==> src/rtl/counter_load_arbiter.sv <==
// Arbitrates the Unix-seconds counter's single parallel-load port between the UI set path and time-sync.
// Optional round-robin tie breaking is enabled with `define COUNTER_LOAD_ARB_RR_EN.
module counter_load_arbiter #(
    parameter int N           = 64,
    parameter int HOLD_CYCLES = 4,
    parameter int SYNC_PRIO   = 1
) (
    input  logic         clk,
    input  logic         rst_n,
    input  logic         ui_req,
    input  logic [N-1:0] ui_value,
    output logic         ui_ack,
    input  logic         sync_req,
    input  logic [N-1:0] sync_value,
    output logic         sync_ack,
    output logic         load_n,
    output logic [N-1:0] set_value,
    output logic         busy,
    output logic [1:0]   last_src,
    output logic [7:0]   load_count
);

    typedef enum logic [1:0] {
        IDLE = 2'd0,
        LOAD = 2'd1,
        ACK  = 2'd2,
        HOLD = 2'd3
    } state_t;

    localparam logic [7:0] HOLD_M1 = 8'(HOLD_CYCLES - 1);

    state_t     state;
    state_t     state_nx;
    logic       ui_armed;
    logic       sync_armed;
    logic       ui_elig;
    logic       sync_elig;
    logic       pick_sync;
    logic       win_sync;
    logic [7:0] hold_cnt;

    // A requester must drop its req for a cycle before it can be granted again.
    assign ui_elig   = ui_req & ui_armed;
    assign sync_elig = sync_req & sync_armed;

    always_comb begin
        pick_sync = sync_elig;
        if (ui_elig && sync_elig) begin
`ifdef COUNTER_LOAD_ARB_RR_EN
            case (last_src)
                2'b01:   pick_sync = 1'b1;
                2'b10:   pick_sync = 1'b0;
                default: pick_sync = (SYNC_PRIO != 0);
            endcase
`else
            pick_sync = (SYNC_PRIO != 0);
`endif
        end
    end

    always_comb begin
        state_nx = state;
        case (state)
            IDLE:    if (ui_elig || sync_elig) state_nx = LOAD;
            LOAD:    state_nx = ACK;
            ACK:     state_nx = HOLD;
            HOLD:    if (hold_cnt == 8'd0) state_nx = IDLE;
            default: state_nx = IDLE;
        endcase
    end

    always_ff @(posedge clk or negedge rst_n) begin
        if (!rst_n) begin
            state <= IDLE;
            busy  <= 1'b0;
        end else begin
            state <= state_nx;
            busy  <= (state_nx != IDLE);
        end
    end

    always_ff @(posedge clk or negedge rst_n) begin
        if (!rst_n) begin
            load_n     <= 1'b1;
            ui_ack     <= 1'b0;
            sync_ack   <= 1'b0;
            set_value  <= '0;
            win_sync   <= 1'b0;
            last_src   <= 2'b00;
            load_count <= 8'd0;
            hold_cnt   <= 8'd0;
        end else begin
            load_n   <= 1'b1;
            ui_ack   <= 1'b0;
            sync_ack <= 1'b0;
            case (state)
                IDLE: begin
                    if (ui_elig || sync_elig) begin
                        set_value <= pick_sync ? sync_value : ui_value;
                        win_sync  <= pick_sync;
                        load_n    <= 1'b0;
                    end
                end
                LOAD: begin
                    ui_ack   <= ~win_sync;
                    sync_ack <= win_sync;
                    last_src <= win_sync ? 2'b10 : 2'b01;
                    if (load_count != 8'hFF) load_count <= load_count + 8'd1;
                end
                ACK: begin
                    hold_cnt <= HOLD_M1;
                end
                HOLD: begin
                    if (hold_cnt != 8'd0) hold_cnt <= hold_cnt - 8'd1;
                end
                default: begin
                    hold_cnt <= 8'd0;
                end
            endcase
        end
    end

    always_ff @(posedge clk or negedge rst_n) begin
        if (!rst_n) begin
            ui_armed   <= 1'b1;
            sync_armed <= 1'b1;
        end else begin
            if (!ui_req) ui_armed <= 1'b1;
            else if (ui_ack) ui_armed <= 1'b0;
            if (!sync_req) sync_armed <= 1'b1;
            else if (sync_ack) sync_armed <= 1'b0;
        end
    end

endmodule
==> config.mk <==
export PLATFORM = sky130hd
export DESIGN_NAME = counter_load_arbiter
export DESIGN_NICKNAME = d
export VERILOG_FILES = /design/src/rtl/counter_load_arbiter.sv
export SDC_FILE = /design/constraint.sdc
export NUM_CORES = 1
export LEC_CHECK = 0
export CAP_MARGIN = 20
export CORE_UTILIZATION = 60
export CTS_BUF_LIST = sky130_fd_sc_hd__clkbuf_4
export DETAILED_ROUTE_END_ITERATION = 10
export DONT_BUFFER_PORTS = 1
export GPL_TIMING_DRIVEN = 1
export PLACE_DENSITY = 0.76
export SLEW_MARGIN = 20
export SYNTH_ARGS = -nofsm -noshare
export SYNTH_HDL_FRONTEND = slang
export SYNTH_SLANG_ARGS = --single-unit
==> constraint.sdc <==
create_clock -name clk -period 2.05 [get_ports clk]
set_input_delay 0.41 -clock clk [delete_from_list [all_inputs] [get_ports clk]]
set_output_delay 0.41 -clock clk [all_outputs]
set_load 0.1 [all_outputs]
* Yosys cells after proc, flatten, opt, wreduce, memory -nomap -nowiden
Index checks and enable logic that the tools add are counted.
Storage, ports and cells: bits in registers 91, output and inout port bits 78, bits in latches 0, input bits 132, logic and storage cells 50, memories 0, memory bits (read-only) 0, memory bits (writable) 0
Operators by class: shifts and indexed selects 0, add/sub/neg operators 2, equal/unequal tests 7, multipliers 0, reduce and logical (&&, ||, !) cells 10, div/mod/pow operators 0, bitwise logic cells 3, order comparisons 0, muxes and demuxes 16
Operators with widths (count):
- 64-bit two-way mux | 1
- 8-bit case mux with 2 select lines | 1
- 1-bit two-way mux | 9
- 8-bit by 1-bit adder with 8-bit output (second input constant) | 1
- 8-bit zero test | 1
- 8-bit two-way mux | 1
- 8-bit != test (second input constant) | 1
- 2-bit case mux with 4 select lines | 1
- 8-bit nonzero test | 1
- 8-bit by 1-bit subtractor with 8-bit output (second input constant) | 1
- 2-bit two-way mux | 3
- 2-bit AND reduction | 3
- 2-bit == test (second input constant) | 2
- 2-bit by 1-bit != test with 1-bit output (second input constant) | 2
- 2-bit nonzero test | 2
- 1-bit AND | 2
- 2-bit by 1-bit == test with 1-bit output (second input constant) | 1
- 2-bit zero test | 1
- 2-bit != test (second input constant) | 1
- 1-bit logical AND | 1
- 1-bit logical OR | 1
- 1-bit inverter | 1

* Logic depth before layout (Yosys ltp)
depth in word-level cells 5, gate-level depth with buffers 7, mapped depth without buffers 6

* Least setup slack after synthesis
Ideal clock, no wire load.
path type flip-flop to flip-flop, start point register load_count[2], end point register load_count[7], stages on the path, launching flop included 5, arrival time 1902 ps, data required time 1924 ps, buffers on the path 0, path slack 22 ps, library setup time 126 ps, period minus slack after synthesis 2028 ps, path through dfrtp_1 -> nand3_1 -> nor3_1 -> and3_1 -> mux2_2
On the way: cells in the longest elaborated chain, start to end 2, elaborated cells on any way between the ends 3, those cells by class add/sub (1); eq/ne (1); reduce/logical (1)
RTL lines:
- start, declared | RTL line 20 | output logic [7:0] load_count
- start signal, assigned | RTL line 108 | if (load_count != 8'hFF) load_count <= load_count + 8'd1;
- parallel branches: the longest is 2 deep, another holds 8-bit by 1-bit adder with 8-bit output
Several ways; the timed one is not identified. A chain may end at the register's enable or synchronous reset.

* Worst setup path after layout
start point register hold_cnt[0], end point register hold_cnt[6]
On the way: cells in the longest elaborated chain, start to end 3, elaborated cells on any way between the ends 6, those cells by class add/sub (1); eq/ne (1); mux (2); reduce/logical (2)
RTL lines:
- start, declared | RTL line 40 | logic [7:0] hold_cnt;
- start signal, assigned | RTL line 114 | if (hold_cnt != 8'd0) hold_cnt <= hold_cnt - 8'd1;
- 8-bit by 1-bit subtractor with 8-bit output / 8-bit nonzero test (equally long branches) | RTL line 114
- 8-bit two-way mux / 2-bit != test (equally long branches)
- 8-bit case mux with 2 select lines / 2-bit AND reduction (equally long branches)
Several ways; a longest one is shown, not always the timed one. The select of a mux whose other input is x is not followed.

==> impl_metrics.xml <==
<?xml version="1.0" encoding="UTF-8"?>
<metrics>
  <group name="outcome">
    <metric name="outcome" unit="">complete, but fails checks</metric>
    <metric name="failing_checks" unit="">hold timing</metric>
  </group>
  <group name="synthesis">
    <metric name="synth-edff-count" unit="">0</metric>
    <metric name="dominantRegCellSynth" unit="">dfrtp_1</metric>
    <metric name="async_flop_share" unit="%">100</metric>
    <metric name="synth.lib_cells_used.distinct" unit="">43</metric>
    <metric name="synthTopCellsByArea" unit="">dfrtp_1 (52%), mux2i_1 (15%), a21oi_1 (7.8%), nor2_1 (6.2%), buf_2 (2.0%)</metric>
    <metric name="synth-seq-cells" unit="">91</metric>
    <metric name="synthesized_netlist_cell_count" unit="">398</metric>
    <metric name="ys_warnings" unit="">0</metric>
    <metric name="mappedNetlistArea" unit="mm2">0.00422</metric>
    <metric name="synth_sequential_area_ratio" unit="%">54.1</metric>
    <metric name="synth.net_count" unit="">532</metric>
    <metric name="yosys.area.top_type_share" unit="%">52.2</metric>
    <metric name="synthesis.area_per_instance" unit="um2">10.6</metric>
    <metric name="netlist.top_cell.by_area" unit="">dfrtp_1</metric>
  </group>
  <group name="floorplanning">
    <metric name="area_of_the_core" unit="mm2">0.00679</metric>
    <metric name="die_height" unit="um">85.9</metric>
    <metric name="die-width" unit="um">85.9</metric>
    <metric name="floorplan.initialDensity" unit="%">62.1</metric>
    <metric name="placementRows" unit="">30</metric>
    <metric name="die_area" unit="mm2">0.00737</metric>
    <metric name="top_level_ports" unit="">210</metric>
  </group>
  <group name="clocking">
    <metric name="clockBufferDepth" unit="">2</metric>
    <metric name="htreeDepth" unit="">3</metric>
    <metric name="tritoncts" unit="">built</metric>
    <metric name="clockRootBuffer" unit="">clkbuf_4</metric>
    <metric name="clock_insertion_delay_worst_skew" unit="ns">0.42</metric>
    <metric name="cts.sink_count" unit="">91</metric>
    <metric name="cts_made_buffers" unit="">9</metric>
    <metric name="clk_pin_slew" unit="ns">0.14</metric>
  </group>
  <group name="layout">
    <metric name="number_of_diodes_added_for_antenna_fixing" unit="">0</metric>
    <metric name="num-fill-cells" unit="">476</metric>
    <metric name="layout-drive-gt1-share" unit="%">23.7</metric>
    <metric name="final_area" unit="mm2">0.00503</metric>
    <metric name="area.sequential" unit="mm2">0.00228</metric>
    <metric name="flow.area_growth_from_synthesis" unit="%">19.3</metric>
    <metric name="nets" unit="">603</metric>
    <metric name="final_common_cell" unit="">dfrtp_1</metric>
    <metric name="multi_input_area" unit="mm2">0.00179</metric>
    <metric name="layout_common_cells" unit="">dfrtp_1 (88), buf_4 (80), nor2_1 (70)</metric>
  </group>
  <group name="grt">
    <metric name="first_pass_grt_wire_length" unit="um">14200</metric>
    <metric name="grt_overflow_total" unit="">0</metric>
    <metric name="first_global_vias" unit="">2967</metric>
    <metric name="maximum_number_of_pins_on_one_net_before_global_route_repair" unit="">92</metric>
    <metric name="use_met2" unit="%">45.6</metric>
    <metric name="grt.met3_usage" unit="%">6.64</metric>
    <metric name="antenna_found_initial" unit="">0</metric>
    <metric name="met1_usage" unit="%">29.7</metric>
    <metric name="gr-max-usage-layer" unit="">met2</metric>
    <metric name="combined_global_route_utilization_of_all_metal_layers" unit="%">25.4</metric>
  </group>
  <group name="setup_path">
    <metric name="crit_path_start" unit="">hold_cnt[0]</metric>
    <metric name="r2r_end" unit="">hold_cnt[6]</metric>
    <metric name="worstSetupPathType" unit="">flip-flop to flip-flop</metric>
    <metric name="worst_reg2reg_path_length_in_cells" unit="">5</metric>
    <metric name="worst_ep_required_time" unit="ns">2.34</metric>
    <metric name="crit_fanout" unit="">4</metric>
    <metric name="cp_slowest_stage_delay" unit="ns">0.44</metric>
    <metric name="crit_path_cell_trace" unit="">inv_1, ha_1, or3b_4, o311ai_0, o221ai_1</metric>
    <metric name="critical_path_arrival" unit="ns">2.06</metric>
    <metric name="cp-start-kind" unit="">flip-flop</metric>
    <metric name="endpoint_kind" unit="">flip-flop</metric>
    <metric name="rrSetupSlack" unit="ns">0.28</metric>
    <metric name="reg2reg_launch_point" unit="">hold_cnt[0]</metric>
    <metric name="timing.critical_path.slowest_stage_cell" unit="">or3b_4</metric>
    <metric name="crit_family" unit="">compound AO/OA/AOI/OAI gates</metric>
    <metric name="worst-path-buf-inv" unit="">1</metric>
  </group>
  <group name="placed_design">
    <metric name="gp_congestion" unit="">0.793</metric>
    <metric name="place_hpwl" unit="um">7230</metric>
    <metric name="place_area" unit="mm2">0.00490</metric>
    <metric name="port_buffers" unit="">0</metric>
  </group>
  <group name="route">
    <metric name="count_of_tritonroute_iterations_in_the_first_routing_pass" unit="">4</metric>
    <metric name="num_vias" unit="">3181</metric>
    <metric name="detailedRoute.firstIterationViolations" unit="">110</metric>
    <metric name="remaining_drc_errors" unit="">0</metric>
    <metric name="avgRoutedWirePerCell" unit="um">16.9</metric>
    <metric name="wire_length_after_detailed_routing" unit="um">9590</metric>
    <metric name="number_of_antenna_violating_nets_in_the_routed_design" unit="">0</metric>
    <metric name="route.detailed.vias_per_inst" unit="">5.59</metric>
  </group>
  <group name="timing">
    <metric name="hold_violations" unit="">91</metric>
    <metric name="min_period_over_period" unit="%">86.4</metric>
    <metric name="setup-tns-final" unit="ns">0</metric>
    <metric name="clock-skew-final" unit="ns">0.0194</metric>
    <metric name="slew_viol_final" unit="">0</metric>
    <metric name="timing.final.setup_violations" unit="">0</metric>
    <metric name="grt_setup_unrepaired" unit="">false</metric>
    <metric name="max-slew-margin-rel" unit="%">64.7</metric>
    <metric name="worstMarginPinSlew" unit="ns">0.525</metric>
    <metric name="final.min_clock_period" unit="ns">1.77</metric>
    <metric name="final_worst_hold_slack" unit="ns">-0.342</metric>
    <metric name="clock.fmax" unit="MHz">565</metric>
  </group>
  <group name="run">
    <metric name="drv_cap" unit="">0</metric>
  </group>
  <group name="hold_path">
    <metric name="worstHoldPathType" unit="">input pin to asynchronous set/reset pin</metric>
  </group>
</metrics>
==> layout make-up <==
class	instances	share of cell area, %
clock buffers	10	1.49
clock inverters	5	1.09
inverters	8	0.596
multi-input cells	275	35.6
flip-flops and latches	91	45.3
well taps	96	2.39
repair buffers	84	13.5
==> per-stage QoR <==
| stage | worst slack, ns | util, % | cells |
|---|---|---|---|
| 6_report | 0.279 | 74.1 | 569 |
| 5_1_grt | 0.0794 | 74.1 | 569 |
| 3_3_place_gp | 0.365 | 72.2 | 554 |
| 2_1_floorplan | 0.0223 | - | 398 |
| 3_5_place_dp | 0.250 | 72.2 | 554 |
| 4_1_cts | 0.266 | 74.1 | 569 |
==> worst max-delay path by stage <==
stage	to	cells past startpoint
after global placement	hold_cnt[6]	5
after CTS	hold_cnt[6]	5
after global routing	hold_cnt[6]	5
after floorplan	load_count[7]	4
after detailed placement	hold_cnt[6]	5
final	hold_cnt[6]	5
==> timing repair <==
item                                   in CTS  in global routing
setup buffers                               0                  0
endpoints found under the hold margin      91                 91
resized for setup                           0                  0
==> cell usage after synthesis (5+ instances only) <==
cell / number
nand3_1: 7
inv_1: 8
dfrtp_1: 88
buf_2: 17
nand2_1: 12
nor2_1: 70
buf_4: 5
mux2i_1: 64
nor2b_1: 7
a21oi_1: 66
==> flip-flops by register name, indices dropped and copies added (netlist names) <==
| name | cells |
|---|---|
| set_value | 64 |
| hold_cnt | 8 |
| load_count | 8 |
| last_src | 2 |
| state | 2 |
| busy | 1 |
| load_n | 1 |
| sync_ack | 1 |
| sync_armed | 1 |
| ui_ack | 1 |
| ui_armed | 1 |
| win_sync | 1 |
==> routing by layer <==
| metal | vias to the layer above | share of wire [%] |
|---|---|---|
| li1 | 1541 | - |
| met2 | 117 | 53 |
| met1 | 1512 | 38 |
| met4 | 0 | 1.4 |
| met3 | 11 | 7.5 |
| met5 | - | 0 |
==> cells by family (layout without fill, tap and decap cells) <==
kind of cell / count (synthesis) / count (layout) / share of synthesized area, %
and+or+nand+nor: 114 / 114 / 12.6
DFF: 91 / 91 / 54.1
AOI/OAI and AO/OA: 90 / 90 / 12.6
muxes: 66 / 66 / 15.7
buffers and inverters: 32 / 107 / 3.80
xor gates and xnor gates: 3 / 3 / 0.623
adders and majority gates: 2 / 2 / 0.593
Power is not shown: default switching activity piles up to over one toggle a cycle in this logic, so the estimate is an artifact.
